`config.mk`:
```
export PLATFORM = sky130hd
export DESIGN_NAME = qmux_seq
export DESIGN_NICKNAME = d
export VERILOG_FILES = /design/src/rtl/qmux_seq.sv
export SDC_FILE = /design/constraint.sdc
export NUM_CORES = 1
export LEC_CHECK = 0
export CAP_MARGIN = 20
export CELL_PAD_IN_SITES_DETAIL_PLACEMENT = 1
export CELL_PAD_IN_SITES_GLOBAL_PLACEMENT = 1
export CORE_AREA = 2 2 39 41
export CTS_BUF_LIST = sky130_fd_sc_hd__clkbuf_16
export DETAILED_ROUTE_END_ITERATION = 8
export DIE_AREA = 0 0 41 43
export DONT_BUFFER_PORTS = 1
export GPL_TIMING_DRIVEN = 0
export PLACE_DENSITY_LB_ADDON = 0.1
export SLEW_MARGIN = 15
export SYNTH_ARGS = -nofsm -noshare
export SYNTH_HDL_FRONTEND = slang
export SYNTH_SLANG_ARGS = --single-unit
```
`constraint.sdc`:
```
create_clock -name QCK -period 1.5 [get_ports QCK]
set_input_delay 0.225 -clock QCK [delete_from_list [all_inputs] [get_ports QCK]]
set_output_delay 0.225 -clock QCK [all_outputs]
set_load 0.02 [all_outputs]
```
`src/rtl/qmux_seq.sv`:
```
// qmux_seq: sequenced quadrant clock mux.
// Selects one of NUM_SRC sources onto the quadrant net. Every change of source
// runs gate-off, switch, settle, gate-on, so the output never carries a
// partial pulse from either source while the select moves.
module qmux_seq #(
  parameter int NUM_SRC     = 4,
  parameter int SEL_W       = 2,
  parameter int GAP_CYCLES  = 2,
  parameter int DEFAULT_SEL = 0
) (
  input  logic               QCK,
  input  logic               QRT,
  input  logic [NUM_SRC-1:0] SRC_IN,
  input  logic               REQ_VALID,
  input  logic [SEL_W-1:0]   REQ_SEL,
  output logic               REQ_READY,
  output logic               DONE,
  output logic               ERR,
  output logic [SEL_W-1:0]   CUR_SEL,
  output logic               GATE_EN,
  output logic               IZ
);

  localparam int CNT_W = (GAP_CYCLES > 1) ? $clog2(GAP_CYCLES) : 1;
  localparam logic [CNT_W-1:0] CNT_LOAD    = CNT_W'(GAP_CYCLES - 1);
  // One extra bit so NUM_SRC == 2^SEL_W is representable.
  localparam logic [SEL_W:0]   NUM_SRC_EXT = (SEL_W + 1)'(NUM_SRC);
  localparam logic [SEL_W-1:0] SEL_RST     = SEL_W'(DEFAULT_SEL);

  typedef enum logic [1:0] {
    S_IDLE,
    S_GATE_OFF,
    S_SETTLE
  } state_e;

  state_e           r_state,   w_state_nxt;
  logic [SEL_W-1:0] r_cur_sel, w_cur_sel_nxt;
  logic [SEL_W-1:0] r_target,  w_target_nxt;
  logic [CNT_W-1:0] r_cnt,     w_cnt_nxt;
  logic             r_gate_en, w_gate_en_nxt;
  logic             r_done,    w_done_nxt;
  logic             r_err,     w_err_nxt;
  logic             w_src_sel;

  // Next-state, counter and pulse generation for the switch sequence.
  always_comb begin
    // NOTE: every output of this block gets a default first, so no path
    // leaves a variable unassigned and no latch is inferred.
    w_state_nxt   = r_state;
    w_cur_sel_nxt = r_cur_sel;
    w_target_nxt  = r_target;
    w_cnt_nxt     = r_cnt;
    w_gate_en_nxt = r_gate_en;
    w_done_nxt    = 1'b0;
    w_err_nxt     = 1'b0;
    case (r_state)
      S_IDLE: begin
        if (REQ_VALID) begin
          if ({1'b0, REQ_SEL} >= NUM_SRC_EXT) begin
            w_err_nxt = 1'b1;
          end else if (REQ_SEL == r_cur_sel) begin
            w_done_nxt = 1'b1;
          end else begin
            w_target_nxt  = REQ_SEL;
            w_cnt_nxt     = CNT_LOAD;
            w_gate_en_nxt = 1'b0;
            w_state_nxt   = S_GATE_OFF;
          end
        end
      end
      S_GATE_OFF: begin
        if (r_cnt == '0) begin
          w_cur_sel_nxt = r_target;
          w_cnt_nxt     = CNT_LOAD;
          w_state_nxt   = S_SETTLE;
        end else begin
          w_cnt_nxt = r_cnt - 1'b1;
        end
      end
      S_SETTLE: begin
        if (r_cnt == '0) begin
          w_gate_en_nxt = 1'b1;
          w_done_nxt    = 1'b1;
          w_state_nxt   = S_IDLE;
        end else begin
          w_cnt_nxt = r_cnt - 1'b1;
        end
      end
      default: begin
        w_gate_en_nxt = 1'b1;
        w_state_nxt   = S_IDLE;
      end
    endcase
  end

  // State register with synchronous reset; a reset drops any in-flight switch.
  always_ff @(posedge QCK) begin
    // NOTE: non-blocking assignments so every register samples the values of
    // the previous cycle, independent of statement order.
    if (QRT) begin
      r_state   <= S_IDLE;
      r_cur_sel <= SEL_RST;
      r_target  <= SEL_RST;
      r_cnt     <= '0;
      r_gate_en <= 1'b1;
      r_done    <= 1'b0;
      r_err     <= 1'b0;
    end else begin
      r_state   <= w_state_nxt;
      r_cur_sel <= w_cur_sel_nxt;
      r_target  <= w_target_nxt;
      r_cnt     <= w_cnt_nxt;
      r_gate_en <= w_gate_en_nxt;
      r_done    <= w_done_nxt;
      r_err     <= w_err_nxt;
    end
  end

  // Pick the live source bit; select values outside NUM_SRC cannot occur but read as 0.
  always_comb begin
    w_src_sel = 1'b0;
    for (int i = 0; i < NUM_SRC; i++) begin
      if (r_cur_sel == SEL_W'(i)) w_src_sel = SRC_IN[i];
    end
  end

  // The gate has its own flop rather than a state decode: the
  // GATE_OFF->SETTLE transition flips two state bits and a decode could
  // momentarily see IDLE and open the gate.
  assign GATE_EN   = r_gate_en;
  assign CUR_SEL   = r_cur_sel;
  assign REQ_READY = (r_state == S_IDLE);
  assign DONE      = r_done;
  assign ERR       = r_err;
  assign IZ        = r_gate_en & w_src_sel;

endmodule

```
==> run_results.csv <==
group,metric,value,unit
timing,rsz0062_at_grt,"yes",
power,leakagePower,0.223,nW
cts,clock_sinks,9,
routing,totalWireLength,1040,um
cells_and_area,num_antenna_cells,0,
cts,ctsHoldBuffers,0,
logic_synthesis,synth_warnings,0,
cts,clk_latency,0.24,ns
power,power_per_cell_area,1450,nW/um^2
timing,fin_skew,0.00160,ns
timing,setup_ws,-0.0762,ns
timing,finalMaxSlewViolations,0,
floorplan,design.core.area,1380,um^2
power,ir_drop,0.714,mV
cells_and_area,fillerInstances,162,
global_route,antenna_found_initial,0,
critical_path,rrSetupSlack,0.13,ns
cts,cts_root_buf,"clkbuf_16",
logic_synthesis,syn_nets,58,
cts,cts_setup_buffers,0,
logic_synthesis,syn_area_per_cell,9.73,um^2
critical_path,path_class,"reg -> out",
cts,cts_buffers,3,
timing,timing.fmax,634,MHz
routing,detail_route.wl_per_cell,15.0,um
routing,num_vias,368,
critical_path,worstPathArrival,1.35,ns
run_status,status,"complete, but fails checks",
worst_hold_path,min_path_type,"in -> reg",
routing,wl_met3,86,um
routing,wirelength_met1,378,um
cells_and_area,layout_commonest_cell,"dfxtp_1",
cts,cts_tree,"yes",
cells_and_area,syn_to_final_growth,22.6,%
cells_and_area,layout_common_cells,"7 x dfxtp_1, 5 x nand2b_1, 4 x nor2_1, 4 x mux2i_1",
critical_path,crit_path_start,"CUR_SEL[0]$_SDFFE_PP0P_",
routing,drc_errors,0,
cts,cts_resized,6,
critical_path,path_max_fanout,4,
cells_and_area,seqCellArea,185,um^2
global_route,first_global_vias,388,
logic_synthesis,synthDistinctLibCells,25,
floorplan,dieWidth,41,um
cts,cts_buffer_depth,2,
logic_synthesis,syn_inst,49,
logic_synthesis,synth-seq-cells,9,
global_route,grt_pass1_wl,1730,um
routing,dr_wl_met2,525,um
logic_synthesis,netlist_area,477,um^2
routing,drtAntennaViolNets,0,
global_route,track_usage,0.159,
timing,fin_crit_sh,1.05,
routing,drtIter0Drc,1,
floorplan,fp.dieArea,1760,um^2
routing,vias_per_cell,5.33,
critical_path,r2r-start,"CUR_SEL[0]$_SDFFE_PP0P_",
cells_and_area,fin_cells,69,
place,place_inst,65,
cells_and_area,nNetsFinal,63,
job,drv_cap,0,
logic_synthesis,synth_seq_area_share,0.378,
floorplan,start_util,0.344,
run_status,violations,"setup timing",
floorplan,io_pins,16,
cells_and_area,multi_input_area,273,um^2
routing,drtPass1Iterations,2,
critical_path,end_kind,"output pin",
global_route,grt-ovfl-total,0,
place,gp_congestion,0.652,
floorplan,fp.dieH,43,um
power,totalPowerFinal,0.000846,W
critical_path,start_kind,"register",
place,io_buffers,0,
timing,finalHoldViolCount,0,
worst_hold_path,worstHoldStart,"REQ_SEL[0]",
timing,min_period,1.58,ns
critical_path,crit_required,1.27,ns
cells_and_area,drive_above_1_share,0.226,
cts,cts.htree.levels,1,
floorplan,row_count,14,
place,dpl.hpwl,792,um
routing,routed.top_layer,"met4",
global_route,grt_max_degree,11,
cts,path_clk_slew,0.04,ns
timing,setup_violations,1,
[final timing paths]
kind,endpoint,cells past startpoint
worst max-delay path,IZ,2
worst min-delay path,r_target[0]$_SDFFE_PP0P_,2
worst max register to register,r_target[1]$_SDFFE_PP0P_,3
worst min register to register,r_target[0]$_SDFFE_PP0P_,2
[flip-flops by register name, summed over array words and instances, names as in the netlist]
| register | count |
|---|---|
| CUR_SEL | 2 |
| r_cnt | 1 |
| DONE | 1 |
| r_target | 2 |
| GATE_EN | 1 |
| r_state | 2 |
[cells in the mapped netlist (all sizes together)]
cell type | instances | area, um^2
a211oi | 1 | 7.51
dfxtp | 9 | 180
mux2i | 4 | 40.0
a41oi | 1 | 8.76
clkbuf | 2 | 7.51
a21oi | 3 | 15.0
nor2b | 2 | 12.5
nand2 | 1 | 3.75
mux4 | 1 | 26.3
buf | 2 | 12.5
a211o | 1 | 10.0
and3b | 1 | 8.76
and2 | 1 | 6.26
nand2b | 5 | 31.3
nor2 | 4 | 15.0
o31a | 1 | 8.76
nor4 | 1 | 6.26
a2111oi | 1 | 27.5
nor3 | 1 | 5.00
nor3b | 1 | 7.51
xnor2 | 2 | 17.5
inv | 2 | 7.51
conb | 1 | 3.75
o21bai | 1 | 7.51
[power by group]
| group | switching (W) | total (W) | leakage (nW) | internal (W) |
|---|---|---|---|---|
| logic | 0.0000559 | 0.000102 | 0.106 | 0.0000461 |
| registers | 0.0000209 | 0.000277 | 0.0751 | 0.000257 |
| clock network | 0.000118 | 0.000467 | 0.0423 | 0.000348 |
| total | 0.000195 | 0.000846 | 0.223 | 0.000651 |
[through the flow]
step | setup slack [ns] | util | hold WS (ns) | cell area (um^2) | setup TNS, ns
2_1_floorplan | 0.00444 | - | 0.380 | 477 | 0
3_3_place_gp | -0.0622 | 0.359 | 0.385 | 497 | -0.0720
3_5_place_dp | -0.0845 | 0.359 | 0.398 | 497 | -0.180
4_1_cts | -0.0895 | 0.419 | 0.146 | 579 | -0.0895
5_1_grt | -0.101 | 0.422 | 0.160 | 584 | -0.101
6_report | -0.0762 | 0.422 | 0.146 | 584 | -0.0762
[kinds of logic (layout without fill, tap and decap cells)]
kind of cell,Yosys count,after routing,share of synthesized area
DFF,9,9,0.378
muxes,5,5,0.139
xor gates and xnor gates,2,2,0.0368
and+or+nand+nor,17,17,0.202
AOI/OAI and AO/OA,9,9,0.178
buffers and inverters,6,10,0.0578
other,1,1,0.00787
[worst max-delay path: stages, from the launching register on]
cell and delay, ns:
dfxtp_4 0.40, mux4_2 0.52, and2_4 0.20
[metal layers]
layer | GRT usage | vias up
met3 | 0.0681 | 5
met5 | 0 | -
li1 | - | 175
met1 | 0.151 | 172
met4 | 0.140 | 0
met2 | 0.241 | 16
[layout make-up]
type | count | share of cell area
buffer | 4 | 0.0343
clock buffer | 3 | 0.128
clock inverter | 1 | 0.00642
inverter | 2 | 0.0128
multi-input combinational | 34 | 0.467
sequential | 9 | 0.317
tap | 16 | 0.0343
(Power assumes the default switching activity.)
